--- src/rtl/mmio_uart_tx_pkg.sv ---
// Shared definitions for the memory-mapped UART transmitter: register offsets,
// STATUS bit positions, FSM state encoding and the DIV sanitising helper.
package mmio_uart_tx_pkg;

    localparam logic [1:0] REG_TXDATA = 2'd0;
    localparam logic [1:0] REG_STATUS = 2'd1;
    localparam logic [1:0] REG_DIV    = 2'd2;

    localparam int STAT_FULL      = 0;
    localparam int STAT_EMPTY     = 1;
    localparam int STAT_BUSY      = 2;
    localparam int STAT_OVF       = 3;
    localparam int STAT_COUNT_LSB = 4;
    localparam int STAT_COUNT_MSB = 8;

    typedef enum logic [1:0] {
        ST_IDLE  = 2'd0,
        ST_START = 2'd1,
        ST_DATA  = 2'd2,
        ST_STOP  = 2'd3
    } uart_state_e;

    // A divider of zero would never end a bit, so it is stored as one.
    function automatic logic [15:0] fix_div(input logic [15:0] d);
        return (d == 16'd0) ? 16'd1 : d;
    endfunction

endpackage

--- src/rtl/mmio_uart_tx_sync_fifo.sv ---
// Generic synchronous FIFO with occupancy count; the head entry is readable
// without latency so a consumer can pop and use it on the same edge.
module sync_fifo #(
    parameter int WIDTH = 8,
    parameter int DEPTH = 8
) (
    input  logic                       clk,
    input  logic                       rst,
    input  logic                       push,
    input  logic                       pop,
    input  logic [WIDTH-1:0]           din,
    output logic [WIDTH-1:0]           dout,
    output logic                       full,
    output logic                       empty,
    output logic [$clog2(DEPTH):0]     count
);

    localparam int AW = $clog2(DEPTH);
    localparam int CW = AW + 1;

    logic [WIDTH-1:0] r_mem [DEPTH];
    logic [AW-1:0]    r_wr_ptr;
    logic [AW-1:0]    r_rd_ptr;
    logic [CW-1:0]    r_count;
    logic             w_do_push;
    logic             w_do_pop;

    assign full  = (r_count == CW'(DEPTH));
    assign empty = (r_count == '0);
    assign count = r_count;
    assign dout  = r_mem[r_rd_ptr];

    // A simultaneous pop frees a slot, so a push into a full FIFO is accepted then.
    assign w_do_push = push && (!full || pop);
    assign w_do_pop  = pop && !empty;

    always_ff @(posedge clk) begin
        if (w_do_push) begin
            r_mem[r_wr_ptr] <= din;
        end
    end

    always_ff @(posedge clk) begin
        if (rst) begin
            r_wr_ptr <= '0;
            r_rd_ptr <= '0;
            r_count  <= '0;
        end else begin
            if (w_do_push) begin
                r_wr_ptr <= r_wr_ptr + 1'b1;
            end
            if (w_do_pop) begin
                r_rd_ptr <= r_rd_ptr + 1'b1;
            end
            case ({w_do_push, w_do_pop})
                2'b10:   r_count <= r_count + 1'b1;
                2'b01:   r_count <= r_count - 1'b1;
                default: r_count <= r_count;
            endcase
        end
    end

endmodule

--- src/rtl/mmio_uart_tx.sv ---
// Memory-mapped 8N1 UART transmitter: register window decode, TX FIFO,
// programmable baud counter and the frame FSM driving a registered tx_o.
module mmio_uart_tx
    import mmio_uart_tx_pkg::*;
#(
    parameter logic [31:0] BASE_ADDR   = 32'h0000_1000,
    parameter int          FIFO_DEPTH  = 8,
    parameter logic [15:0] DEFAULT_DIV = 16'd4
) (
    input  logic        clk,
    input  logic        rst,
    input  logic        ce,
    input  logic        we,
    input  logic [31:0] addr,
    input  logic [31:0] data_i,
    output logic [31:0] data_o,
    output logic        hit_o,
    output logic        tx_o
);

    localparam int CW = $clog2(FIFO_DEPTH) + 1;

    logic          w_hit;
    logic [1:0]    w_off;
    logic          w_wr;
    logic          w_push;
    logic          w_pop;
    logic [7:0]    w_head;
    logic          w_full;
    logic          w_empty;
    logic [CW-1:0] w_count;
    logic [31:0]   w_status;
    logic          w_bit_end;
    logic          w_unused;

    uart_state_e   r_state;
    uart_state_e   w_state_next;
    logic [15:0]   r_div;
    logic [15:0]   r_baud;
    logic [15:0]   w_baud_next;
    logic [2:0]    r_bit;
    logic [2:0]    w_bit_next;
    logic [7:0]    r_shift;
    logic [7:0]    w_shift_next;
    logic          r_ovf;
    logic          r_tx;
    logic          w_tx_next;

    assign w_hit  = ce && (addr[31:4] == BASE_ADDR[31:4]);
    assign w_off  = addr[3:2];
    assign w_wr   = w_hit && we;
    assign w_push = w_wr && (w_off == REG_TXDATA);
    assign hit_o  = w_hit;
    assign tx_o   = r_tx;

    assign w_unused = &{1'b0, addr[1:0], data_i[31:16]};

    sync_fifo #(
        .WIDTH (8),
        .DEPTH (FIFO_DEPTH)
    ) u_fifo (
        .clk   (clk),
        .rst   (rst),
        .push  (w_push),
        .pop   (w_pop),
        .din   (data_i[7:0]),
        .dout  (w_head),
        .full  (w_full),
        .empty (w_empty),
        .count (w_count)
    );

    always_comb begin
        w_status = '0;
        w_status[STAT_FULL]  = w_full;
        w_status[STAT_EMPTY] = w_empty;
        w_status[STAT_BUSY]  = (r_state != ST_IDLE);
        w_status[STAT_OVF]   = r_ovf;
        w_status[STAT_COUNT_MSB:STAT_COUNT_LSB] = 5'(w_count);
    end

    always_comb begin
        data_o = '0;
        if (w_hit && !we) begin
            case (w_off)
                REG_STATUS: data_o = w_status;
                REG_DIV:    data_o = {16'd0, r_div};
                default:    data_o = '0;
            endcase
        end
    end

    always_ff @(posedge clk) begin
        if (rst) begin
            r_div <= DEFAULT_DIV;
            r_ovf <= 1'b0;
        end else begin
            if (w_wr && (w_off == REG_DIV)) begin
                r_div <= fix_div(data_i[15:0]);
            end
            if (w_push && w_full && !w_pop) begin
                r_ovf <= 1'b1;
            end else if (w_wr && (w_off == REG_STATUS) && data_i[STAT_OVF]) begin
                r_ovf <= 1'b0;
            end
        end
    end

    // Compared against the live divider; >= ends a bit at once if DIV shrank below the count.
    assign w_bit_end = (r_baud >= (r_div - 16'd1));

    always_comb begin
        w_state_next = r_state;
        w_baud_next  = r_baud;
        w_bit_next   = r_bit;
        w_shift_next = r_shift;
        w_pop        = 1'b0;

        if (r_state != ST_IDLE) begin
            w_baud_next = w_bit_end ? 16'd0 : (r_baud + 16'd1);
        end

        case (r_state)
            ST_IDLE: begin
                if (!w_empty) begin
                    w_pop        = 1'b1;
                    w_shift_next = w_head;
                    w_baud_next  = 16'd0;
                    w_bit_next   = 3'd0;
                    w_state_next = ST_START;
                end
            end
            ST_START: begin
                if (w_bit_end) begin
                    w_state_next = ST_DATA;
                end
            end
            ST_DATA: begin
                if (w_bit_end) begin
                    w_shift_next = {1'b0, r_shift[7:1]};
                    if (r_bit == 3'd7) begin
                        w_bit_next   = 3'd0;
                        w_state_next = ST_STOP;
                    end else begin
                        w_bit_next = r_bit + 3'd1;
                    end
                end
            end
            ST_STOP: begin
                if (w_bit_end) begin
                    if (!w_empty) begin
                        w_pop        = 1'b1;
                        w_shift_next = w_head;
                        w_bit_next   = 3'd0;
                        w_state_next = ST_START;
                    end else begin
                        w_state_next = ST_IDLE;
                    end
                end
            end
            default: w_state_next = ST_IDLE;
        endcase
    end

    // The line level is derived from the next state so tx_o is a clean flop output.
    always_comb begin
        case (w_state_next)
            ST_START: w_tx_next = 1'b0;
            ST_DATA:  w_tx_next = w_shift_next[0];
            default:  w_tx_next = 1'b1;
        endcase
    end

    always_ff @(posedge clk) begin
        if (rst) begin
            r_state <= ST_IDLE;
            r_baud  <= 16'd0;
            r_bit   <= 3'd0;
            r_shift <= 8'd0;
            r_tx    <= 1'b1;
        end else begin
            r_state <= w_state_next;
            r_baud  <= w_baud_next;
            r_bit   <= w_bit_next;
            r_shift <= w_shift_next;
            r_tx    <= w_tx_next;
        end
    end

endmodule
--- config.mk ---
export PLATFORM = sky130hd
export DESIGN_NAME = mmio_uart_tx
export DESIGN_NICKNAME = d
export VERILOG_FILES = /design/src/rtl/mmio_uart_tx_pkg.sv /design/src/rtl/mmio_uart_tx_sync_fifo.sv /design/src/rtl/mmio_uart_tx.sv
export SDC_FILE = /design/constraint.sdc
export NUM_CORES = 1
export LEC_CHECK = 0
export BUFFER_PORTS_ARGS = -buffer_cell sky130_fd_sc_hd__buf_4
export CORE_MARGIN = 10
export CORE_UTILIZATION = 50
export CTS_CLUSTER_DIAMETER = 200
export DETAILED_ROUTE_END_ITERATION = 10
export PLACE_DENSITY = 0.71
export SYNTH_ARGS = -nofsm -noshare
export SYNTH_HDL_FRONTEND = slang
export SYNTH_SLANG_ARGS = --single-unit
--- constraint.sdc ---
create_clock -name clk -period 5.4 [get_ports clk]
set_input_delay 0.81 -clock clk [delete_from_list [all_inputs] [get_ports clk]]
set_output_delay 0.81 -clock clk [all_outputs]
set_load 0.005 [all_outputs]
**Word level (Yosys, flattened, before mapping)**

Memories as Yosys holds them, arrays and structs flattened. A register that Yosys moved wholly into a read port is not among the register bits.
Cells that the tools add are included.

- Flip-flop bits (word level): 57
- Memory bits (writable): 64
- Bits of input ports: 68
- Memories kept: 1

- Add/subtract/negate cells: 7
- Magnitude comparators: 1
- Equality and inequality tests: 14
- Multiplexer cells: 34
- Reductions and logical operators: 25

Memory list:

| name | depth | width | rd ports | clocked after memory_dff | write ports | RTL line | source |
|---|---|---|---|---|---|---|---|
| u_fifo.r_mem | 8 | 8 | 1 | 1 | 1 | mmio_uart_tx_sync_fifo.sv:21 | `logic [WIDTH-1:0] r_mem [DEPTH];` |

Operators by type and width:

| operator | count |
|---|---|
| 16-bit two-way mux | 6 |
| 16-bit case mux with 2 select lines | 1 |
| 28-bit by 9-bit equality test with 1-bit output (second input constant) | 1 |
| 8-bit two-way mux | 3 |
| 8-bit case mux with 3 select lines | 1 |
| 3-bit two-way mux | 6 |
| 16-bit by 1-bit adder with 16-bit output (second input constant) | 1 |
| 16-bit greater-or-equal comparator | 1 |
| 16-bit zero test | 1 |
| 16-bit by 1-bit subtractor with 16-bit output (second input constant) | 1 |
| 1-bit logical AND | 11 |
| 2-bit equality test (second input constant) | 5 |
| 2-bit two-way mux | 5 |
| 3-bit by 1-bit adder with 3-bit output (second input constant) | 3 |
| 3-bit case mux with 3 select lines | 1 |
| 2-bit by 1-bit equality test with 1-bit output (second input constant) | 4 |
| 2-bit case mux with 4 select lines | 1 |
| 4-bit case mux with 2 select lines | 1 |
| 1-bit two-way mux | 7 |
| 2-bit nonzero test | 3 |
| 4-bit by 1-bit adder with 4-bit output (second input constant) | 1 |
| 4-bit equality test (second input constant) | 1 |
| 1-bit zero test | 4 |
| 2-bit zero test | 2 |
| other kinds (8) | 10 |

**Longest topological paths before layout**

- Word-level depth: 8
- Depth in mapped cells: 22
- Mapped depth without buffers: 21

**Hierarchy**

A second synthesis with hierarchy kept.

- Cell total of the unflattened synthesis: 562
- Area total of the unflattened synthesis: 6396.1 µm²

Modules (own cells, without submodules):

| module | times used | cells an instance | area an instance (µm²) |
|---|---|---|---|
| mmio_uart_tx | 1 | 396 | 3319.4 |
| sync_fifo | 1 | 166 | 3076.7 |

**Worst setup path after synthesis**

No wires, ideal clock.

- Path type: reg2reg
- From: register r_div[2]
- To: register u_fifo.r_count[2] (netlist: u_fifo.count[2])
- Setup time: 0.071 ns
- Data arrival time: 4.512 ns
- Required time: 5.329 ns
- Slack: 0.818 ns
- Cell stages (with the launch flop): 21
- Buffers on the path: 1
- Path through: dfxtp_1 -> or4_4 -> or4_4 -> nand2b_1 -> nor4_1 -> xnor2_1 -> ha_1 -> nand2_1 -> nor2_1 -> a211oi_1 -> o221a_1 -> buf_6 -> o211ai_4 -> nand2_1 -> ha_1 -> xor2_1 -> ha_1 -> a21oi_1 -> xor2_1 -> or3_1 -> a21oi_1

- Longest elaborated chain between the ends: 8
- Elaborated cells on any way between the ends: 11
- Classes of those cells: add/sub: 1; order compare: 1; eq/ne: 2; mux: 3; reduce/logical: 4

Ends and longest elaborated chain:

| item | RTL line | source |
|---|---|---|
| start, declared | mmio_uart_tx.sv:38 | `logic [15:0] r_div;` |
| start signal, assigned | mmio_uart_tx.sv:99 | `r_div <= fix_div(data_i[15:0]);` |
| 16-bit by 1-bit subtractor with 16-bit output (*) | mmio_uart_tx.sv:110 | `assign w_bit_end = (r_baud >= (r_div - 16'd1));` |
| 16-bit greater-or-equal comparator (*) | mmio_uart_tx.sv:110 |  |
| 1-bit two-way mux (*) | mmio_uart_tx.sv:150 | `if (w_bit_end) begin` |
| 1-bit case mux with 2 select lines (*) | mmio_uart_tx.sv:123 | `case (r_state)` |
| 1-bit logical OR | mmio_uart_tx_sync_fifo.sv:34 | `assign w_do_push = push && (!full \|\| pop);` |
| 1-bit logical AND | mmio_uart_tx_sync_fifo.sv:34 |  |
| 2-bit by 1-bit equality test with 1-bit output or 2-bit equality test (tied branches) | mmio_uart_tx_sync_fifo.sv:55 | `case ({w_do_push, w_do_pop})` |
| 4-bit case mux with 2 select lines or 2-bit nonzero test (tied branches) | -- |  |
| end signal, assigned | mmio_uart_tx_sync_fifo.sv:56 | `2'b10: r_count <= r_count + 1'b1;` |
| end signal, assigned | mmio_uart_tx_sync_fifo.sv:57 | `2'b01: r_count <= r_count - 1'b1;` |
| end signal, assigned | mmio_uart_tx_sync_fifo.sv:58 | `default: r_count <= r_count;` |
| end, declared | mmio_uart_tx_sync_fifo.sv:24 | `logic [CW-1:0] r_count;` |

Mark *: on every way between the ends. The rest lies on a longest branch, timed or not.
A chain may end at the register's enable or synchronous reset.

**Worst setup path after layout**

Ends and elaborated chain as after synthesis.

==> impl_metrics.yaml <==
global_routing:
  antenna_found_initial: 0
  track_usage: 0.168
  grt_max_degree: 39
  grt-ovfl-total: 0
  grt_pass1_wl_um: 23600
  grt_pass1_vias: 4664
cells_and_area:
  final_cell_mix: "nor2_1, buf_4, edfxtp_1"
  area_growth_syn_to_layout_pct: 18.9
  final_common_cell: "nor2_1"
  fin_cells: 806
  fin_nets: 722
  drive_gt1_frac: 0.219
  nFillCells: 1037
  antenna_cells: 0
clocking:
  cts_resized: 0
  clock-sinks: 124
  clk_pin_slew_ns: 0.06
  clock_path_buffers: 2
  cts_tree: "built"
  cts_hold_buffers: 0
  htree_levels: 4
  cts_buffers: 17
  cts_setup_buffers: 0
  clock_latency_ns: 0.43
  cts-root-buf: "clkbuf_16"
logic_synthesis:
  synth_compound_gate_area_share: 0.0988
  synth_fa_ha_area_frac: 0.0653
  synth_area_leaders: "edfxtp_1, dfxtp_1, ha_1"
  ys_types: 61
  synth-simple-area-share: 0.151
  synthFlopType: "edfxtp_1"
  synth_top_area_share: 0.304
  synth_xor_xnor_area_share: 0.0471
  ys_ff_latch: 124
  syn_avg_cell_area_um2: 11.4
  post_synth_mux_area_share: 0.0982
  syn_inst: 553
  syn-cell-area_um2: 6320
  ys_seq_area_frac: 0.494
  synth-edff-count: 64
  async_flop_share: 0
  synth_warnings: 0
  yosys.area.top_type: "edfxtp_1"
  synth_top_family_by_area: "simple AND/OR/NAND/NOR gates"
worst_setup_path:
  crit_start: "r_div[2]"
  crit_type: "reg2reg"
  crit_path_start_kind: "flip-flop"
  end_kind: "flip-flop"
  reg2reg_to: "u_fifo.count[2]"
  worstRegToRegCells: 20
  reg2reg_from: "r_div[2]"
  cp_max_fo: 9
  required_ns: 5.75
  cp.arrival_ns: 5.29
  rrSetupSlack_ns: 0.46
drt:
  drt_iter0_drc: 331
  wl_per_cell_um: 18.0
  wirelength_um: 14500
  antenna_left: 0
  route.vias.total: 4521
  via_per_inst: 5.61
  drtPass1Iterations: 5
  route.detailed.drc: 0
worst_hold_path:
  hold_end: "r_ovf"
  hp-class: "reg2reg"
  hold_depth: 2
  hp-start: "r_ovf"
sta:
  finalSetupViolCount: 0
  slew_headroom: 0.279
  hold_viol: 0
  tightest_slew_ns: 1.08
  period_share: 0.914
  finalWorstPathRequiredPeriod_ns: 4.94
  final.setup_skew_ns: 0.0108
  max_clock_freq_mhz: 203
  drv_slew: 0
  setup-tns-final_ns: 0
  grt_setup_unrepaired: "no"
outcome:
  status: "finished, final reports clean"
floorplanning:
  core_um2: 12500
  die_x_um: 132
  dieArea_um2: 17500
  die_y_um: 132
  rows: 41
  io_pins: 102
  start_util: 0.505
power:
  powerDensity_nw_per_um2: 291
  p_leak_nw: 2.74
  vdd_drop_max_uv: 242
run:
  drv_cap: 0
place:
  port_buffers: 67
  dp_hpwl_um: 10700
  placed_cells: 774
  gp_congestion: 0.825
## synthesized netlist by cell type (8+ instances only)
cell,number
dfxtp_1,60
nor2_1,75
ha_1,33
nor4_1,8
a22oi_1,8
xnor2_1,15
inv_1,16
nor3_1,14
edfxtp_1,64
buf_4,17
a211oi_1,12
nand3_1,11
and3_1,12
a21oi_1,22
mux2i_1,26
clkbuf_1,12
mux4_2,16
nand2_1,25
xor2_1,19
## worst max path at each step
stage,slack [ns],end
3_5_place_dp,0.56,u_fifo.count[2]
3_3_place_gp,0.72,u_fifo.count[2]
2_1_floorplan,0.82,u_fifo.count[2]
4_1_cts,0.52,u_fifo.count[2]
6_report,0.46,u_fifo.count[2]
5_1_grt,0.13,u_fifo.count[2]
## worst max-delay path: stages, from the launching register on
cell,delay [ns]
dfxtp_1,0.37
or4_4,0.57
or4_4,0.45
nand2b_1,0.19
nor4_1,0.30
xnor2_1,0.12
ha_1,0.29
nand2_1,0.07
nor2_1,0.09
a211oi_1,0.05
buf_4,0.16
o221a_1,0.29
o211ai_4,0.37
nand2_1,0.14
ha_1,0.29
xor2_1,0.16
ha_1,0.19
a21oi_1,0.16
xor2_1,0.12
or3_1,0.33
a21oi_1,0.16
## cell families after synthesis
logic type / Yosys count
other: 1
buffers and inverters: 55
AO/OA/AOI/OAI: 81
flip-flops: 124
multiplexers: 42
adder cells (fa/ha/maj): 33
XOR/XNOR: 34
AND/OR/NAND/NOR: 183
## cell type report
cell class              instances  area (µm²)  area share
multi-input cells             389        2970       0.395
clock buffers                  17         425      0.0566
repair buffers                 73         548      0.0729
inverters                      16        60.1     0.00799
flip-flops and latches        124        3120       0.416
clock inverters                15         174      0.0231
well taps                     172         215      0.0286
## through the flow
stage	total power (W)	instance area, µm²	util	hold WS, ns	setup slack (ns)
after floorplan	0.00103	6380	-	0.447	0.818
after global placement	0.00106	6920	0.552	0.460	0.717
after detailed placement	0.00107	6920	0.552	0.474	0.560
after CTS	0.00221	7510	0.600	0.485	0.518
after global routing	0.00226	7510	0.600	0.506	0.125
final	0.00219	7510	0.600	0.485	0.465
## flip-flops by register name, summed over array words and instances, names as in the netlist, named ones only
register / cells
r_baud: 16
r_state: 2
tx_o: 1
u_fifo.r_wr_ptr: 3
r_bit: 3
r_div: 16
u_fifo.r_rd_ptr: 3
u_fifo.r_mem: 64
u_fifo.count: 4
r_ovf: 1
r_shift: 8
## per-layer routing
layer,vias to the layer above,part of all wire,global-route usage
li1,2164,-,-
met1,2187,0.44,0.201
met2,149,0.49,0.276
met3,21,0.057,0.0511
met4,0,0.015,0.0685
met5,-,0,0
## report_power, final
group	total [W]	leakage [nW]	internal [W]	switching (W)
logic	0.0000566	1.39	0.0000261	0.0000305
clock network	0.00114	0.293	0.000694	0.000450
registers	0.000989	1.06	0.000989	0.00000000000261
total	0.00219	2.74	0.00171	0.000480
(Power assumes the default switching activity.)
